===== src/rtl/alu_pkg.sv =====
// Shared condition-code and flag definitions for the ALU writeback path.
// cond_pass() evaluates an ARM-style condition against a {V,Z,C,N} flag vector.
package alu_pkg;

  localparam logic [3:0] COND_EQ = 4'd0;
  localparam logic [3:0] COND_NE = 4'd1;
  localparam logic [3:0] COND_CS = 4'd2;
  localparam logic [3:0] COND_CC = 4'd3;
  localparam logic [3:0] COND_MI = 4'd4;
  localparam logic [3:0] COND_PL = 4'd5;
  localparam logic [3:0] COND_VS = 4'd6;
  localparam logic [3:0] COND_VC = 4'd7;
  localparam logic [3:0] COND_HI = 4'd8;
  localparam logic [3:0] COND_LS = 4'd9;
  localparam logic [3:0] COND_GE = 4'd10;
  localparam logic [3:0] COND_LT = 4'd11;
  localparam logic [3:0] COND_GT = 4'd12;
  localparam logic [3:0] COND_LE = 4'd13;
  localparam logic [3:0] COND_AL = 4'd14;
  localparam logic [3:0] COND_NV = 4'd15;

  localparam int FLG_N = 0;
  localparam int FLG_C = 1;
  localparam int FLG_Z = 2;
  localparam int FLG_V = 3;

  function automatic logic cond_pass(input logic [3:0] cond, input logic [3:0] flags);
    logic n, c, z, v;
    n = flags[FLG_N];
    c = flags[FLG_C];
    z = flags[FLG_Z];
    v = flags[FLG_V];
    case (cond)
      COND_EQ: return z;
      COND_NE: return !z;
      COND_CS: return c;
      COND_CC: return !c;
      COND_MI: return n;
      COND_PL: return !n;
      COND_VS: return v;
      COND_VC: return !v;
      COND_HI: return c & !z;
      COND_LS: return !c | z;
      COND_GE: return n == v;
      COND_LT: return n != v;
      COND_GT: return !z & (n == v);
      COND_LE: return z | (n != v);
      COND_AL: return 1'b1;
      default: return 1'b0;
    endcase
  endfunction

endpackage


===== src/rtl/wb_sync_fifo.sv =====
// Small synchronous FIFO; a push is visible at the head one edge later.
// The head output holds the last popped entry while the FIFO is empty.
module wb_sync_fifo #(
  parameter int W     = 37,
  parameter int DEPTH = 2
) (
  input  logic         clk,
  input  logic         rst_n,
  input  logic         push_i,
  input  logic [W-1:0] push_dat_i,
  input  logic         pop_i,
  output logic [W-1:0] head_dat_o,
  output logic         full_o,
  output logic         empty_o
);

  localparam int PW = $clog2(DEPTH);
  localparam int CW = $clog2(DEPTH) + 1;

  logic [W-1:0]  mem_q [DEPTH];
  logic [W-1:0]  last_q;
  logic [PW-1:0] wr_ptr_q, rd_ptr_q;
  logic [CW-1:0] count_q, count_d;
  logic          do_push, do_pop;

  assign full_o  = (count_q == CW'(DEPTH));
  assign empty_o = (count_q == '0);
  assign do_push = push_i & ~full_o;
  assign do_pop  = pop_i & ~empty_o;

  always_comb begin
    count_d = count_q;
    if (do_push && !do_pop) count_d = count_q + CW'(1);
    else if (do_pop && !do_push) count_d = count_q - CW'(1);
  end

  // Pointers wrap naturally because DEPTH is a power of two.
  always_ff @(posedge clk) begin
    if (!rst_n) begin
      for (int i = 0; i < DEPTH; i++) mem_q[i] <= '0;
      last_q   <= '0;
      wr_ptr_q <= '0;
      rd_ptr_q <= '0;
      count_q  <= '0;
    end else begin
      if (do_push) begin
        mem_q[wr_ptr_q] <= push_dat_i;
        wr_ptr_q        <= wr_ptr_q + PW'(1);
      end
      if (do_pop) begin
        last_q   <= mem_q[rd_ptr_q];
        rd_ptr_q <= rd_ptr_q + PW'(1);
      end
      count_q <= count_d;
    end
  end

  assign head_dat_o = empty_o ? last_q : mem_q[rd_ptr_q];

endmodule


===== src/rtl/alu_writeback_unit.sv =====
// Conditional-execution gate and flag register between the ALU and register-file write port.
// Passing writes reach the FIFO head one edge after accept; in_ready drops only on a full FIFO.
module alu_writeback_unit #(
  parameter int DATA_W = 32,
  parameter int ADDR_W = 5,
  parameter int DEPTH  = 2,
  parameter int CNT_W  = 16
) (
  input  logic              alu_clk,
  input  logic              alu_rst_n,
  input  logic              in_valid,
  output logic              in_ready,
  input  logic [DATA_W-1:0] in_rslt,
  input  logic [3:0]        in_checks,
  input  logic [ADDR_W-1:0] in_rd,
  input  logic [3:0]        in_cond,
  input  logic              in_set_flags,
  input  logic              in_wr_en,
  output logic              wb_valid,
  input  logic              wb_ready,
  output logic [DATA_W-1:0] wb_data,
  output logic [ADDR_W-1:0] wb_addr,
  output logic [3:0]        flags_q,
  output logic [CNT_W-1:0]  drop_cnt
);

  import alu_pkg::*;

  logic                     accept, pass, push, pop;
  logic                     fifo_full, fifo_empty;
  logic [3:0]               flags_d;
  logic [CNT_W-1:0]         drop_cnt_q, drop_cnt_d;
  logic [ADDR_W+DATA_W-1:0] head_dat;

  assign in_ready = alu_rst_n & ~fifo_full;
  assign accept   = in_valid & in_ready;
  assign pass     = cond_pass(in_cond, flags_q);
  assign push     = accept & pass & in_wr_en;
  assign pop      = wb_valid & wb_ready;

  always_comb begin
    flags_d    = flags_q;
    drop_cnt_d = drop_cnt_q;
    if (accept) begin
      if (pass) begin
        if (in_set_flags) flags_d = in_checks;
      end else if (drop_cnt_q != '1) begin
        drop_cnt_d = drop_cnt_q + CNT_W'(1);
      end
    end
  end

  always_ff @(posedge alu_clk) begin
    if (!alu_rst_n) begin
      flags_q    <= '0;
      drop_cnt_q <= '0;
    end else begin
      flags_q    <= flags_d;
      drop_cnt_q <= drop_cnt_d;
    end
  end

  wb_sync_fifo #(
    .W     (ADDR_W + DATA_W),
    .DEPTH (DEPTH)
  ) u_fifo (
    .clk        (alu_clk),
    .rst_n      (alu_rst_n),
    .push_i     (push),
    .push_dat_i ({in_rd, in_rslt}),
    .pop_i      (pop),
    .head_dat_o (head_dat),
    .full_o     (fifo_full),
    .empty_o    (fifo_empty)
  );

  assign wb_valid = ~fifo_empty;
  assign wb_addr  = head_dat[ADDR_W+DATA_W-1:DATA_W];
  assign wb_data  = head_dat[DATA_W-1:0];
  assign drop_cnt = drop_cnt_q;

endmodule

===== config.mk =====
export PLATFORM = sky130hd
export DESIGN_NAME = alu_writeback_unit
export DESIGN_NICKNAME = d
export VERILOG_FILES = /design/src/rtl/alu_pkg.sv /design/src/rtl/wb_sync_fifo.sv /design/src/rtl/alu_writeback_unit.sv
export SDC_FILE = /design/constraint.sdc
export NUM_CORES = 1
export LEC_CHECK = 0
export ABC_AREA = 1
export CAP_MARGIN = 10
export CORE_ASPECT_RATIO = 1.75
export CORE_MARGIN = 2
export CORE_UTILIZATION = 45
export DETAILED_ROUTE_END_ITERATION = 12
export PLACE_DENSITY_LB_ADDON = 0.08
export SLEW_MARGIN = 20
export SYNTH_ARGS = -nofsm -noshare
export SYNTH_HDL_FRONTEND = slang
export SYNTH_HIERARCHICAL = 1
export SYNTH_SLANG_ARGS = --single-unit

===== constraint.sdc =====
create_clock -name alu_clk -period 3.9 [get_ports alu_clk]
set_input_delay 0.78 -clock alu_clk [delete_from_list [all_inputs] [get_ports alu_clk]]
set_output_delay 0.78 -clock alu_clk [all_outputs]
set_load 0.02 [all_outputs]

==> impl_metrics.json, run 1 <==
{
  "tightest_slew_ns": 0.7765,
  "nets": 1076,
  "clkLatencyLatePin_ns": 0.41,
  "ios": 110,
  "skew_ns": 0.01132,
  "cts_tree": "built",
  "dp_hpwl_mm": 11.09,
  "setup-tns-final_ns": 0,
  "clock_path_buffers": 2,
  "r2r-start": "flags_q[0]",
  "hold_violations": 0,
  "fin_crit_sh": 0.8469,
  "yosysUniqueCellTypes": 29,
  "antenna-diode-count": 0,
  "worst_hold_path_type": "reg -> reg",
  "die_w_um": 97.66,
  "drtPass1Iterations": 4,
  "critPathLaunchType": "flip-flop",
  "synth_cells": 922,
  "final_common_cell": "nand2_1",
  "drv_cap": 0,
  "grt_antenna_before_repair": 0,
  "outcome": "finished clean",
  "worst_hold_startpoint": "u_fifo/last_q[14]",
  "placementRows": 59,
  "r2r-end": "u_fifo/mem_q[1][8]",
  "vias": 5890,
  "avgSynthCellArea_um2": 7.492,
  "ctsHtreeMaxLevel": 4,
  "ir_drop_mv": 0.2698,
  "grt_pass1_wl_mm": 26.76,
  "rr_worst_depth": 14,
  "synth_seq_cells": 136,
  "drc": 0,
  "grt_pass1_vias": 5746,
  "grtUsageTotal": 0.2031,
  "yosysSeqAreaShare": 0.5014,
  "drv_slew": 0,
  "core_um2": 14910,
  "endpoint_kind": "output port",
  "p_leak_nw": 3.727,
  "fin_ws_ns": 0.5971,
  "drive_above_1_share": 0.09073,
  "hold_end": "u_fifo/last_q[14]",
  "yosysWarnings": 6,
  "rsz0062_at_grt": "no",
  "relSlewSlack": 0.4815,
  "cts.clk_slew.worst_paths_ns": 0.06,
  "vias_per_cell": 4.832,
  "fmax_mhz": 302.8,
  "root_buffer": "clkbuf_16",
  "synth_edf_count": 74,
  "area_delta_synth_final_pct": 26.23,
  "final_cell_mix": "nand2_1 (305), inv_1 (131), nor2_1 (131)",
  "netlist_area_um2": 6908,
  "critPathKind": "reg -> out",
  "die_h_um": 167.9,
  "totalPowerFinal_mw": 3.536,
  "drtAntennaViolNets": 0,
  "wl_per_cell_um": 13.36,
  "cp.arrival_ns": 2.52,
  "r2r_slack_ns": 1.43,
  "post_cts_resized": 0,
  "hold_buffers": 0,
  "path_max_fanout": 25,
  "period_needed_ns": 3.303,
  "synth-main-ff-cell": "edfxtp_1",
  "place_ws_ns": 0.5295,
  "required_ns": 3.12,
  "grt_overflow": 0,
  "clock_sinks": 136,
  "power.density_nw_per_um2": 405.5,
  "async_reset_ff_frac": 0,
  "initialDrtViolationCount": 301,
  "cts_setup_buffers": 0,
  "numCtsBuffers": 17,
  "synth_nets": 975,
  "routed_wl_mm": 16.29,
  "setup_viol": 0,
  "grt_max_degree": 41,
  "gp_congestion": 0.8603,
  "hold_path_depth": 2,
  "port_buffers": 109,
  "initial_core_util": 0.4632,
  "dieArea_um2": 16400
}
## routing by layer
layer / wire (µm) / up-vias / part of all wire / track usage
met5: 0 / - / 0 / 0
met4: 288 / 0 / 0.018 / 0.08031
met3: 696 / 21 / 0.043 / 0.04068
met2: 9196 / 138 / 0.56 / 0.4000
met1: 6106 / 2687 / 0.37 / 0.2043
li1: - / 3044 / - / -
## critical path, cell delays in order (launching register included)
cell and delay [ns]:
dfxtp_1 0.50, inv_2 0.10, nand2_2 0.29, buf_4 0.39, nand2_1 0.09, nand2_1 0.11, clkdlybuf4s50_1 0.62
## layout make-up
| cell class | instances | area, µm² |
|---|---|---|
| Clock inverter | 14 | 173.9 |
| Multi-Input combinational cell | 607 | 2655 |
| Inverter | 137 | 514.2 |
| Clock buffer | 18 | 429.2 |
| Tap cell | 183 | 229.0 |
| Timing Repair Buffer | 124 | 1254 |
| Fill cell | 1415 | 6192 |
| Sequential cell | 136 | 3465 |
## worst max-delay path by stage
stage	endpoint	depth (start not counted)	from
after floorplan	u_fifo/mem_q[0][0]	13	alu_rst_n
after global placement	u_fifo/mem_q[1][12]	15	in_cond[2]
after detailed placement	u_fifo/mem_q[1][36]	15	in_cond[0]
after CTS	wb_addr[1]	6	u_fifo/count_q[0]
after global routing	wb_data[1]	6	flip-flop
final	wb_addr[1]	6	u_fifo/count_q[0]
## report_power, final
part / switching [mW] / total, mW / internal (mW)
Sequential: 0.0171 / 1.56 / 1.55
Combinational: 0.205 / 0.341 / 0.136
Clock: 0.620 / 1.63 / 1.01
## flip-flops by register name (all words and copies together), names as in the netlist, named ones only
name / cells
u_fifo/rd_ptr_q: 1
u_fifo/mem_q: 74
flags_q: 4
drop_cnt: 16
u_fifo/count_q: 2
u_fifo/last_q: 37
u_fifo/wr_ptr_q: 1
## synthesized netlist by cell type (6+ instances only)
cell / instances / share of area
nand2_2: 6 / 0.0054
a21oi_1: 40 / 0.029
inv_1: 131 / 0.071
buf_2: 19 / 0.014
nand4_1: 12 / 0.011
nand2_1: 309 / 0.17
nor2_2: 21 / 0.019
clkbuf_1: 7 / 0.0038
edfxtp_1: 74 / 0.32
dfxtp_1: 62 / 0.18
nand3_1: 19 / 0.014
nor2_1: 131 / 0.071
buf_6: 11 / 0.018
o21ai_0: 44 / 0.032
o21bai_1: 7 / 0.0076
## per-stage QoR
stage | cell area (µm²) | std cells | hold slack (ns) | util
CTS | 8720 | 1219 | 0.4654 | 0.5847
finish | 8720 | 1219 | 0.4634 | 0.5847
detailed placement | 8117 | 1187 | 0.4555 | 0.5443
global route | 8720 | 1219 | 0.4787 | 0.5847
global placement | 8117 | 1187 | 0.4514 | 0.5443
floorplan | 6908 | 922 | 0.4435 | -
## cell families after synthesis
kind of cell    count (synthesis)  synth area share
simple gates                  511            0.3065
buf+inv                       179            0.1165
flops                         136            0.5014
compound gates                 94           0.07209
fa+ha+maj                       2          0.003622
No activity file was read; power rests on OpenSTA's default activity.
==> run 2: changes to the inputs <==
clock period = 3.4 ns   (was 3.9 ns; I/O delays follow)
==> run 2 against run 1 <==
Compared with the run above: hold slack better by 0.00084 ns; clock power rose by 16%; first-iteration DRC count shrank 37%; die area unchanged; sequential power up 15%; global-route usage is 0.40 points higher; count of clock-buffer cells in the layout is 1 higher; clock skew fell by 0.0027 ns; largest power group unchanged.
==> impl_metrics.json, run 2 (synthesis results as in run 1) <==
{
  "cts_setup_buffers": 0,
  "placementRows": 59,
  "rsz0062_at_grt": "no",
  "grt_max_degree": 43,
  "fillCellCount": 1403,
  "grt_pass1_wl_mm": 27.19,
  "cts.clk_slew.worst_paths_ns": 0.06,
  "post_cts_resized": 0,
  "dp_hpwl_mm": 11.00,
  "largest_register_ffs": 74,
  "grt_pass1_vias": 5743,
  "drtAntennaViolNets": 0,
  "vias_per_cell": 4.782,
  "drive_above_1_share": 0.08897,
  "worst_hold_path_type": "reg -> reg",
  "r2r-start": "flags_q[0]",
  "path_common_cell": "nand2_1",
  "crit_chain": "nor2_4, buf_12, nand2_1, nand2_1, clkdlybuf4s50_1",
  "dieArea_um2": 16400,
  "vias": 5820,
  "setup-tns-final_ns": 0,
  "clock_path_buffers": 2,
  "cts_tree": "built",
  "wl_per_cell_um": 13.41,
  "required_ns": 2.72,
  "p_leak_nw": 3.714,
  "final_common_cell": "nand2_1",
  "skew_ns": 0.008620,
  "area_delta_synth_final_pct": 26.34,
  "r2r_slack_ns": 1.11,
  "ctsHtreeMaxLevel": 4,
  "drc": 0,
  "hold_buffers": 0,
  "period_needed_ns": 3.023,
  "drv_slew": 0,
  "tightest_slew_ns": 0.7434,
  "critical_path.top_delay_family": "buffers and inverters",
  "routed_wl_mm": 16.32,
  "relSlewSlack": 0.5032,
  "worst_hold_startpoint": "u_fifo/last_q[23]",
  "gp_congestion": 0.8833,
  "port_buffers": 109,
  "cp.arrival_ns": 2.34,
  "setup_viol": 0,
  "initialDrtViolationCount": 189,
  "ios": 110,
  "antenna-diode-count": 0,
  "initial_core_util": 0.4632,
  "multiInputGateArea_um2": 2655,
  "regMostFlops": "u_fifo/mem_q",
  "grt_antenna_before_repair": 0,
  "cpPeakStageDelay_ns": 0.60,
  "clock_sinks": 136,
  "fin_crit_sh": 0.8890,
  "grt_overflow": 0,
  "cp_slowest_cell": "nor2_4",
  "hold_violations": 0,
  "stdcell_area_um2": 8727,
  "numCtsBuffers": 17,
  "final_cell_mix": "nand2_1 (305), inv_1 (131), nor2_1 (131)",
  "seqCellArea_um2": 3465,
  "clkLatencyLatePin_ns": 0.41,
  "drtPass1Iterations": 4,
  "fmax_mhz": 330.8,
  "endpoint_kind": "output port",
  "nets": 1074,
  "critPathKind": "reg -> out",
  "place_area_um2": 8114,
  "cp-startpoint": "u_fifo/count_q[0]",
  "critPathLaunchType": "flip-flop",
  "crit_buf_inv": 2,
  "power.density_nw_per_um2": 467.4,
  "ir_drop_mv": 0.2943,
  "outcome": "finished clean",
  "core_um2": 14910,
  "die_w_um": 97.66,
  "die_h_um": 167.9,
  "drv_cap": 0,
  "root_buffer": "clkbuf_16",
  "path_max_fanout": 25,
  "grtUsageTotal": 0.2071
}
==> run 2: cell types whose count changed in the layout (fill, tap and decap cells not counted) <==
cell        previous run  this run
clkinvlp_4             1         3
clkbuf_8               0         1
clkinv_2               3         1
buf_12                 4         5
buf_4                 11         8
clkinv_4               4         3
==> run 2: cell type report <==
class	count	area share
Clock inverter	13	0.01950
Clock buffer	19	0.05075
Multi-Input combinational cell	607	0.3042
Tap cell	183	0.02624
Timing Repair Buffer	122	0.1434
Sequential cell	136	0.3970
Inverter	137	0.05892
==> run 2: worst paths after layout <==
check / to / depth (start not counted)
setup / recovery: wb_data[15] / 5
hold / removal: u_fifo/last_q[23] / 2
setup reg to reg: u_fifo/mem_q[1][5] / 16
hold reg to reg: u_fifo/last_q[23] / 2
==> run 2: power breakdown <==
group          switching (mW)  internal [mW]
logic                   0.235          0.158
clock network           0.712           1.18
registers              0.0190           1.77
total                   0.965           3.11
==> run 2: through the flow <==
step | util | hold slack (ns) | power [mW] | setup WS [ns] | instances
2_1_floorplan | - | 0.4435 | 2.048 | 0.2966 | 922
3_3_place_gp | 0.5441 | 0.4516 | 2.225 | 0.3461 | 1185
3_5_place_dp | 0.5441 | 0.4556 | 2.226 | 0.3279 | 1185
4_1_cts | 0.5852 | 0.4649 | 4.130 | 0.3078 | 1217
5_1_grt | 0.5852 | 0.4733 | 4.244 | 0.1540 | 1217
6_report | 0.5852 | 0.4642 | 4.079 | 0.3774 | 1217
==> run 2: worst reg2reg max path: cells and delay by family (launching register included) <==
family | cells | cell delay (ns)
simple gates | 12 | 0.86
buf+inv | 3 | 0.60
flops | 1 | 0.49
compound gates | 1 | 0.08
==> run 2: per-layer routing <==
layer  global-route usage  up-vias  wire length, µm
met5                    0        -                0
met1               0.2125     2623             6178
met2               0.4048      119             9202
li1                     -     3057                -
met4              0.07246        0              285
met3              0.04566       21              651
==> run 3: changes to the inputs <==
ABC_CLOCK_PERIOD_IN_PS = 3400   (was not set)
==> results of run 3 <==
Final layout, timing and power as in run 2 (identical DEF).
